--- src/rtl/seq_display_engine.sv ---
// seq_display_engine: captures a packed digit sequence on start and presents
// the digits one at a time, each one preceded by a blank gap. Both windows are
// timed in timebase ticks. The run can optionally replay, and it can be aborted.
module seq_display_engine #(
    parameter int DIGIT_W    = 4,
    parameter int MAX_DIGITS = 8,
    parameter int LVL_W      = 4,
    parameter int ON_TICKS   = 2,
    parameter int OFF_TICKS  = 1,
    parameter int CNT_W      = 8
) (
    input  logic                          clk,
    input  logic                          rst,
    input  logic                          start,
    input  logic [LVL_W-1:0]              curLvl,
    input  logic [DIGIT_W*MAX_DIGITS-1:0] seq,
    input  logic [1:0]                    repeats,
    input  logic                          tick,
    input  logic                          abort,
    output logic [DIGIT_W-1:0]            seqDigit,
    output logic                          showSeq,
    output logic [LVL_W-1:0]              digitIdx,
    output logic                          enable_to_timer,
    output logic                          busy,
    output logic                          displayDone,
    output logic                          aborted
);

    typedef enum logic [2:0] {
        IDLE = 3'd0,
        GAP  = 3'd1,
        SHOW = 3'd2,
        DONE = 3'd3,
        ABRT = 3'd4
    } state_t;

    state_t                          state_q, state_d;
    logic [DIGIT_W*MAX_DIGITS-1:0]   seq_q, seq_d;
    logic [LVL_W-1:0]                lvl_q, lvl_d;
    logic [1:0]                      reps_q, reps_d;
    logic [1:0]                      rep_q, rep_d;
    logic [LVL_W-1:0]                idx_q, idx_d;
    logic [CNT_W-1:0]                cnt_q, cnt_d;

    logic [DIGIT_W-1:0]              seqDigit_q, seqDigit_d;
    logic                            showSeq_q, showSeq_d;
    logic [LVL_W-1:0]                digitIdx_q, digitIdx_d;
    logic                            busy_q, busy_d;
    logic                            done_q, done_d;
    logic                            aborted_q, aborted_d;

    logic [LVL_W-1:0]                eff_lvl;

    // Effective level: curLvl clamped to the sequence depth.
    always_comb begin
        eff_lvl = curLvl;
        if (curLvl > LVL_W'(MAX_DIGITS)) begin
            eff_lvl = LVL_W'(MAX_DIGITS);
        end
    end

    // Next-state logic: capture on start, tick-timed windows, replay and abort.
    always_comb begin
        state_d = state_q;
        seq_d   = seq_q;
        lvl_d   = lvl_q;
        reps_d  = reps_q;
        rep_d   = rep_q;
        idx_d   = idx_q;
        cnt_d   = cnt_q;
        unique case (state_q)
            IDLE: begin
                if (start) begin
                    seq_d   = seq;
                    reps_d  = repeats;
                    lvl_d   = eff_lvl;
                    rep_d   = '0;
                    idx_d   = '0;
                    cnt_d   = '0;
                    state_d = (eff_lvl == '0) ? DONE : GAP;
                end
            end
            GAP: begin
                if (abort) begin
                    state_d = ABRT;
                end else if (tick) begin
                    if (cnt_q == CNT_W'(OFF_TICKS - 1)) begin
                        cnt_d   = '0;
                        state_d = SHOW;
                    end else begin
                        cnt_d = cnt_q + CNT_W'(1);
                    end
                end
            end
            SHOW: begin
                if (abort) begin
                    state_d = ABRT;
                end else if (tick) begin
                    if (cnt_q == CNT_W'(ON_TICKS - 1)) begin
                        cnt_d = '0;
                        if ((idx_q + LVL_W'(1)) < lvl_q) begin
                            idx_d   = idx_q + LVL_W'(1);
                            state_d = GAP;
                        end else if (rep_q < reps_q) begin
                            rep_d   = rep_q + 2'd1;
                            idx_d   = '0;
                            state_d = GAP;
                        end else begin
                            state_d = DONE;
                        end
                    end else begin
                        cnt_d = cnt_q + CNT_W'(1);
                    end
                end
            end
            default: begin
                // DONE and ABRT each last one cycle and drop the run counters.
                rep_d   = '0;
                idx_d   = '0;
                cnt_d   = '0;
                state_d = IDLE;
            end
        endcase
    end

    // Output decode from the next state so every output is a plain register.
    always_comb begin
        seqDigit_d = '0;
        showSeq_d  = 1'b0;
        digitIdx_d = '0;
        busy_d     = 1'b0;
        done_d     = 1'b0;
        aborted_d  = 1'b0;
        unique case (state_d)
            GAP: begin
                busy_d     = 1'b1;
                digitIdx_d = idx_d;
            end
            SHOW: begin
                busy_d     = 1'b1;
                showSeq_d  = 1'b1;
                digitIdx_d = idx_d;
                for (int unsigned k = 0; k < MAX_DIGITS; k++) begin
                    if (idx_d == LVL_W'(k)) begin
                        seqDigit_d = seq_d[DIGIT_W*(MAX_DIGITS-k)-1 -: DIGIT_W];
                    end
                end
            end
            DONE:    done_d    = 1'b1;
            ABRT:    aborted_d = 1'b1;
            default: ;
        endcase
    end

    // State, capture and output registers with synchronous active-low reset.
    always_ff @(posedge clk) begin
        if (!rst) begin
            state_q    <= IDLE;
            seq_q      <= '0;
            lvl_q      <= '0;
            reps_q     <= '0;
            rep_q      <= '0;
            idx_q      <= '0;
            cnt_q      <= '0;
            seqDigit_q <= '0;
            showSeq_q  <= 1'b0;
            digitIdx_q <= '0;
            busy_q     <= 1'b0;
            done_q     <= 1'b0;
            aborted_q  <= 1'b0;
        end else begin
            state_q    <= state_d;
            seq_q      <= seq_d;
            lvl_q      <= lvl_d;
            reps_q     <= reps_d;
            rep_q      <= rep_d;
            idx_q      <= idx_d;
            cnt_q      <= cnt_d;
            seqDigit_q <= seqDigit_d;
            showSeq_q  <= showSeq_d;
            digitIdx_q <= digitIdx_d;
            busy_q     <= busy_d;
            done_q     <= done_d;
            aborted_q  <= aborted_d;
        end
    end

    assign seqDigit        = seqDigit_q;
    assign showSeq         = showSeq_q;
    assign digitIdx        = digitIdx_q;
    assign busy            = busy_q;
    assign enable_to_timer = busy_q;
    assign displayDone     = done_q;
    assign aborted         = aborted_q;

endmodule

--- config.mk ---
export PLATFORM = sky130hd
export DESIGN_NAME = seq_display_engine
export DESIGN_NICKNAME = d
export VERILOG_FILES = /design/src/rtl/seq_display_engine.sv
export SDC_FILE = /design/constraint.sdc
export NUM_CORES = 1
export LEC_CHECK = 0
export ABC_AREA = 1
export BUFFER_PORTS_ARGS = -buffer_cell sky130_fd_sc_hd__buf_2
export CAP_MARGIN = 25
export CELL_PAD_IN_SITES_DETAIL_PLACEMENT = 1
export CELL_PAD_IN_SITES_GLOBAL_PLACEMENT = 2
export CORE_AREA = 2 2 94 133
export DETAILED_ROUTE_END_ITERATION = 10
export DIE_AREA = 0 0 96 135
export GPL_TIMING_DRIVEN = 0
export PLACE_DENSITY_LB_ADDON = 0.08
export SLEW_MARGIN = 20
export SYNTH_ARGS = -nofsm -noshare
export SYNTH_HDL_FRONTEND = slang
export SYNTH_SLANG_ARGS = --single-unit
--- constraint.sdc ---
create_clock -name clk -period 2.22 [get_ports clk]
set_input_delay 0 -clock clk [delete_from_list [all_inputs] [get_ports clk]]
set_output_delay 0 -clock clk [all_outputs]
set_load 0.02 [all_outputs]
==> impl_metrics.env, run 1 <==
export IMPL_layout_drive_gt1_share_pct=35.04
export IMPL_max_cap_violations=0
export IMPL_status="finished, violations left"
export IMPL_hold_path_class="in2reg"
export IMPL_drc_errors=0
export IMPL_fillerInstances=1420
export IMPL_synth_cell_types=43
export IMPL_cp_required_ns=2.50
export IMPL_die_y_um=135
export IMPL_rsz0062_at_grt="true"
export IMPL_slew_violations=0
export IMPL_ys_seq_area_share_pct=40.13
export IMPL_worstSetupStartpoint="idx_q[0]"
export IMPL_synth_nets=490
export IMPL_insertion_delay_ns=0.33
export IMPL_switchingPower_uw=817.5
export IMPL_violations="setup timing"
export IMPL_cts_clk_slew_worst_paths_ns=0.05
export IMPL_r2r_start="idx_q[0]"
export IMPL_viasPerCell=4.537
export IMPL_drtAntennaViolNets=0
export IMPL_cp_max_fo=7
export IMPL_dp_hpwl_mm=7.449
export IMPL_synth_edf_count=0
export IMPL_pin_count=56
export IMPL_finalCritPeriodShare_pct=116.9
export IMPL_final_cell_area_sq_mm=0.004892
export IMPL_cts_tree="done"
export IMPL_die_area_sq_mm=0.01296
export IMPL_cts_htree_levels=3
export IMPL_dp_cells=641
export IMPL_worst_pin_slew_ns=0.5942
export IMPL_seqPwrFrac_pct=40.3
export IMPL_setup_ws_ns=-0.3755
export IMPL_diodes=0
export IMPL_gp_congestion=0.7478
export IMPL_p_per_area_mw_per_mm2=650.4
export IMPL_dr_pass1_iters=4
export IMPL_cts_path_max_buffers=2
export IMPL_hold_start="start"
export IMPL_switching_share_pct=25.69
export IMPL_grt_antenna_before_repair=0
export IMPL_r2r_cells=16
export IMPL_core_area_sq_mm=0.01170
export IMPL_power_share_clock_pct=43.9
export IMPL_crit_type="reg2reg"
export IMPL_combPwrFrac_pct=15.8
export IMPL_synth_seq_cells=67
export IMPL_wire_per_inst_um=14.09
export IMPL_grt_max_degree=11
export IMPL_area_delta_synth_final_pct=46.39
export IMPL_ys_warn_count=0
export IMPL_die_w_um=96
export IMPL_syn_inst=439
export IMPL_period_minus_slack_ns=2.596
export IMPL_dp_slack_ns=-0.5637
export IMPL_grt_pass1_wl_mm=16.25
export IMPL_whs_endpoint="cnt_q[0]"
export IMPL_postSynthAreaPerCell_sq_um=7.613
export IMPL_vias=3244
export IMPL_stdcell_count=715
export IMPL_hold_viol=0
export IMPL_fin_worst_skew_ns=0.006549
export IMPL_setup_viol=13
export IMPL_rows=47
export IMPL_clock_sinks=67
export IMPL_placed_cell_area_sq_mm=0.003836
export IMPL_async_reset_ff_share_pct=0
export IMPL_maxClockFrequency_ghz=0.3853
export IMPL_r2r_end="seqDigit[0]"
export IMPL_cts_buffers=9
export IMPL_cp_arrival_ns=2.88
export IMPL_drt_initial_drc_count=72
export IMPL_power_leakage_nw=2.287
export IMPL_p_int_mw=2.364
export IMPL_cp_start_kind="flip-flop"
export IMPL_ir_drop_v=0.0003499
export IMPL_cp_end_kind="flip-flop"
export IMPL_netlist_area_sq_mm=0.003342
export IMPL_synth_ff_type="dfxtp_1"
export IMPL_reg2reg_slack_ns=-0.38
export IMPL_tns_ns=-2.687
export IMPL_grt_pass1_vias=3346
export IMPL_port_buffers=55
export IMPL_grtUsageTotal_pct=16.58
export IMPL_nNetsFinal=614
export IMPL_hold_depth=4
export IMPL_grt_overflow_total=0
export IMPL_cts_root_buf="clkbuf_16"
export IMPL_drt_total_wl_mm=10.08
export IMPL_initial_core_util_pct=28.56
export IMPL_slew_headroom_pct=60.39
worst max-delay path by stage:
stage	to	slack [ns]	cells after the start
floorplan	seqDigit[0]	-0.02	18
global placement	seqDigit[0]	-0.54	18
detailed placement	seqDigit[0]	-0.56	18
CTS	seqDigit[3]	-0.43	18
global route	seqDigit[0]	-0.53	16
finish	seqDigit[0]	-0.38	16
critical path, cell delays in order (launching register included):
cell and delay (ns):
dfxtp_4 0.36, ha_2 0.20, xor2_2 0.24, ha_4 0.23, nand2_1 0.06, inv_2 0.05
a21oi_4 0.18, nand2_4 0.10, nand4_1 0.12, nand3_2 0.13, buf_8 0.16, buf_8 0.13
nor3_4 0.24, nand2_1 0.09, nand4_1 0.12, nand2_1 0.07, inv_1 0.05
final cells by class:
cell class	instances	area, sq um	area share, %
Clock inverter	1	5.005	0.1023
Tap cell	147	183.9	3.760
Clock buffer	15	287.8	5.882
Timing Repair Buffer	113	842.1	17.21
Multi-Input combinational cell	296	1891	38.64
Sequential cell	67	1353	27.65
Inverter	61	241.5	4.936
Buffer	15	88.84	1.816
state kept, by name, indices dropped and copies added, names as in the netlist:
register	count
seq_q	32
cnt_q	8
digitIdx	4
idx_q	4
lvl_q	4
seqDigit	4
state_q	3
rep_q	2
reps_q	2
aborted	1
busy	1
displayDone	1
showSeq	1
per-layer routing:
layer / up-vias / GRT usage [%] / wire, um
met3: 14 / 2.176 / 191
met5: - / 0 / 0
met4: 0 / 7.778 / 278
li1: 1645 / - / -
met2: 43 / 31.06 / 5634
met1: 1542 / 17.76 / 3970
stage by stage:
| stage | utilization [%] | total power [mW] | hold slack [ns] |
|---|---|---|---|
| floorplan | - | 1.581 | 0.09759 |
| global placement | 32.78 | 1.717 | 0.2317 |
| detailed placement | 32.78 | 1.726 | 0.2406 |
| CTS | 40.70 | 3.223 | 0.2576 |
| global route | 41.80 | 3.354 | 0.3410 |
| finish | 41.80 | 3.182 | 0.2665 |
cells in the mapped netlist, types with 5 or more instances:
master	count	area, sq um
nor2_1	71	266.5
nand2_1	58	217.7
inv_2	14	52.55
or2_2	16	100.1
dfxtp_1	67	1341
nand3_1	20	100.1
mux2i_1	12	120.1
o21ai_0	26	130.1
ha_1	8	100.1
nand4_1	5	31.28
or2_1	5	31.28
inv_1	45	168.9
a21oi_1	12	60.06
nor2_2	5	31.28
nand2_2	9	56.30
clkbuf_1	7	26.28
nor2_4	6	67.56
what timing repair did:
item / in CTS / in global routing
buffers inserted: 11 / 6
endpoints found under the setup margin: 10 / 15
gates cloned: 1 / 0
resized for setup: 36 / 21
hold buffers: 40 / 0
endpoints found under the hold margin: 40 / 0
pin swaps: 23 / 18
layout by cell type, fill, tap and decap left out, drive strengths merged, types with 15 or more instances in the layout:
cell         count
nand3           23
buf             81
nor2            82
or2             21
dfxtp           67
clkbuf          22
nand2           71
a21oi           15
inv             60
o21ai           28
dlygate4sd3     40
power by group through the flow:
stage	registers, mW	logic, mW	clock network [mW]
detailed placement	1.31	0.414	0
finish	1.28	0.503	1.40
global placement	1.31	0.408	0
floorplan	1.31	0.270	0
CTS	1.28	0.496	1.44
global route	1.29	0.568	1.50
kinds of logic (layout without fill, tap and decap cells):
logic type                 after synthesis  after routing  share of synthesized area (%)
xor gates and xnor gates                 2              2                         0.5242
AOI/OAI and AO/OA                       57             57                          10.37
buffers and inverters                   76            205                          9.472
muxes                                   12             12                          3.594
DFF                                     67             67                          40.13
adders and majority gates                8              8                          2.995
and+or+nand+nor                        217            217                          32.91
(Power assumes the default switching activity.)
==> run 2: changes to the inputs <==
--- a/config.mk
+++ b/config.mk
@@ -5,14 +5,13 @@
 export SDC_FILE = /design/constraint.sdc
 export NUM_CORES = 1
 export LEC_CHECK = 0
-export ABC_AREA = 1
 export BUFFER_PORTS_ARGS = -buffer_cell sky130_fd_sc_hd__buf_2
 export CAP_MARGIN = 25
 export CELL_PAD_IN_SITES_DETAIL_PLACEMENT = 1
 export CELL_PAD_IN_SITES_GLOBAL_PLACEMENT = 2
-export CORE_AREA = 2 2 94 133
+export CORE_AREA = 2 2 91 128
 export DETAILED_ROUTE_END_ITERATION = 10
-export DIE_AREA = 0 0 96 135
+export DIE_AREA = 0 0 93 130
 export GPL_TIMING_DRIVEN = 0
 export PLACE_DENSITY_LB_ADDON = 0.08
 export SLEW_MARGIN = 20
==> impl_metrics.env, run 2 <==
export IMPL_die_y_um=130
export IMPL_grtUsageTotal_pct=18.64
export IMPL_setup_viol=13
export IMPL_cp_start_kind="flip-flop"
export IMPL_core_area_sq_mm=0.01105
export IMPL_viasPerCell=4.825
export IMPL_period_minus_slack_ns=2.913
export IMPL_cts_root_buf="clkbuf_16"
export IMPL_synth_seq_cells=67
export IMPL_die_w_um=93
export IMPL_slew_violations=0
export IMPL_synth_area_top_cells="dfxtp_1 (40%), mux2i_1 (6.9%), a21boi_0 (5.2%), nand2_1 (4.9%), nor2b_1 (4.5%)"
export IMPL_grt_max_degree=12
export IMPL_rows=46
export IMPL_die_area_sq_mm=0.01209
export IMPL_finalCritPeriodShare_pct=131.2
export IMPL_grt_overflow_total=0
export IMPL_synthMostInstantiatedCell="dfxtp_1"
export IMPL_ys_warn_count=0
export IMPL_synth_ff_type="dfxtp_1"
export IMPL_crit_path_top_delay_cell="or4b_4"
export IMPL_drt_total_wl_mm=10.59
export IMPL_hold_path_class="in2reg"
export IMPL_dp_slack_ns=-1.078
export IMPL_cp_max_fo=4
export IMPL_cp_end_kind="flip-flop"
export IMPL_drtAntennaViolNets=0
export IMPL_netlist_area_sq_mm=0.003338
export IMPL_async_reset_ff_share_pct=0
export IMPL_ir_drop_v=0.0003525
export IMPL_maxClockFrequency_ghz=0.3433
export IMPL_hold_viol=0
export IMPL_drt_initial_drc_count=72
export IMPL_area_delta_synth_final_pct=54.12
export IMPL_worst_pin_slew_ns=0.7398
export IMPL_cp_arrival_ns=3.13
export IMPL_largest_reg_flops=32
export IMPL_synth_commonest_cells="dfxtp_1 (67), nand2_1 (44), nor2b_1 (24)"
export IMPL_dr_pass1_iters=4
export IMPL_insertion_delay_ns=0.33
export IMPL_reg2reg_slack_ns=-0.69
export IMPL_grt_pass1_vias=3363
export IMPL_slew_headroom_pct=50.38
export IMPL_final_cell_mix="dfxtp_1 (64), buf_2 (56), nand2_1 (44), dlygate4sd3_1 (38), buf_4 (25)"
export IMPL_yosysTopAreaCell="dfxtp_1"
export IMPL_wire_per_inst_um=16.29
export IMPL_initial_core_util_pct=30.21
export IMPL_drc_errors=0
export IMPL_cp_top_family="simple AND/OR/NAND/NOR gates"
export IMPL_cts_buffers=9
export IMPL_fin_worst_skew_ns=0.005638
export IMPL_ys_seq_area_share_pct=40.18
export IMPL_cp_depth=11
export IMPL_cts_clk_slew_worst_paths_ns=0.06
export IMPL_grt_antenna_before_repair=0
export IMPL_tns_ns=-4.649
export IMPL_cts_tree="done"
export IMPL_synth_cell_types=59
export IMPL_synth_nets=416
export IMPL_port_buffers=54
export IMPL_rsz0062_at_grt="true"
export IMPL_reg_top3="seq_q (32), cnt_q (8)"
export IMPL_gp_congestion=0.7249
export IMPL_regMostFlops="seq_q"
export IMPL_critPathBufInv=1
export IMPL_violations="setup timing"
export IMPL_cts_htree_levels=3
export IMPL_cp_required_ns=2.44
export IMPL_cp_cell_sequence="ha_4 > xor2_1 > ha_1 > o211a_4 > buf_4 > a21o_1 > a2111oi_2 > nor3b_2 > nand2b_1 > or4b_4 > o211a_1"
export IMPL_crit_type="reg2reg"
export IMPL_grt_pass1_wl_mm=17.10
export IMPL_p_per_area_mw_per_mm2=648.9
export IMPL_power_leakage_nw=2.161
export IMPL_vias=3136
export IMPL_pin_count=56
export IMPL_postSynthAreaPerCell_sq_um=9.146
export IMPL_cts_path_max_buffers=2
export IMPL_max_cap_violations=0
export IMPL_status="finished, violations left"
export IMPL_layout_drive_gt1_share_pct=32.61
export IMPL_syn_inst=365
export IMPL_nNetsFinal=552
export IMPL_dp_hpwl_mm=7.123
export IMPL_hold_depth=3
export IMPL_final_common_cell="dfxtp_1"
export IMPL_synth_top_area_share_pct=40.18
export IMPL_synth_edf_count=0
export IMPL_diodes=0
export IMPL_crit_path_max_incr_delay_ns=0.54
export IMPL_r2r_cells=11
export IMPL_clock_sinks=67
export IMPL_setup_ws_ns=-0.6931
## run 2: where the power goes
group / internal (mW) / switching [mW] / leakage, nW
registers: 1.26 / 0.0276 / 0.549
clock network: 1.01 / 0.537 / 0.157
logic: 0.246 / 0.255 / 1.46
total: 2.52 / 0.820 / 2.16
## run 2: final timing paths
check                     end  startpoint
hold / removal     state_q[1]         rst
hold reg to reg     seq_q[31]   seq_q[31]
setup reg to reg  seqDigit[0]    idx_q[1]
setup / recovery  seqDigit[0]    idx_q[1]
## run 2: layer usage
layer  track usage (%)  vias to the layer above  share of wire [%]
li1                  -                     1555                  -
met1             20.85                     1529                 43
met2             34.74                       38                 53
met3             3.868                       14                2.2
met4             6.661                        0                1.6
met5                 0                        -                  0
## run 2: kinds of logic after synthesis
group                    share of synthesized area (%)
adder cells (fa/ha/maj)                          2.999
XOR/XNOR                                         2.624
flip-flops                                       40.18
multiplexers                                     7.908
AO/OA/AOI/OAI                                    18.59
AND/OR/NAND/NOR                                  22.68
buffers and inverters                            5.022
## run 2: worst min-delay path: stages
cell	delay, ns
buf_2	0.16
nor2b_2	0.18
buf_4	0.13
## run 2: layout make-up
class,instances,area (sq um)
buffer,22,170.2
clock buffer,12,246.5
clock inverter,4,73.82
fill,1305,5906
inverter,13,48.80
multi-input combinational,263,2076
sequential,67,1350
tap,144,180.2
timing repair buffer,125,999.7
## run 2: timing repair
| item | CTS | global route |
|---|---|---|
| cloned | 2 | 1 |
| setup buffers | 22 | 10 |
| endpoints found under the hold margin | 38 | 0 |
| endpoints found under the setup margin | 44 | 32 |
| gates resized for setup | 41 | 27 |
| hold buffers | 38 | 0 |
| pin swaps | 20 | 20 |
## run 2: through the flow
step	utilization [%]	cell area (sq um)	hold WS (ns)	power (mW)	std cells
after floorplan	-	3411	0.1449	1.570	365
after global placement	34.94	3861	0.2554	1.699	563
after detailed placement	34.94	3861	0.2643	1.706	563
after CTS	45.05	4979	0.03760	3.350	641
after global routing	46.56	5145	0.1784	3.499	650
final	46.56	5145	0.1762	3.338	650
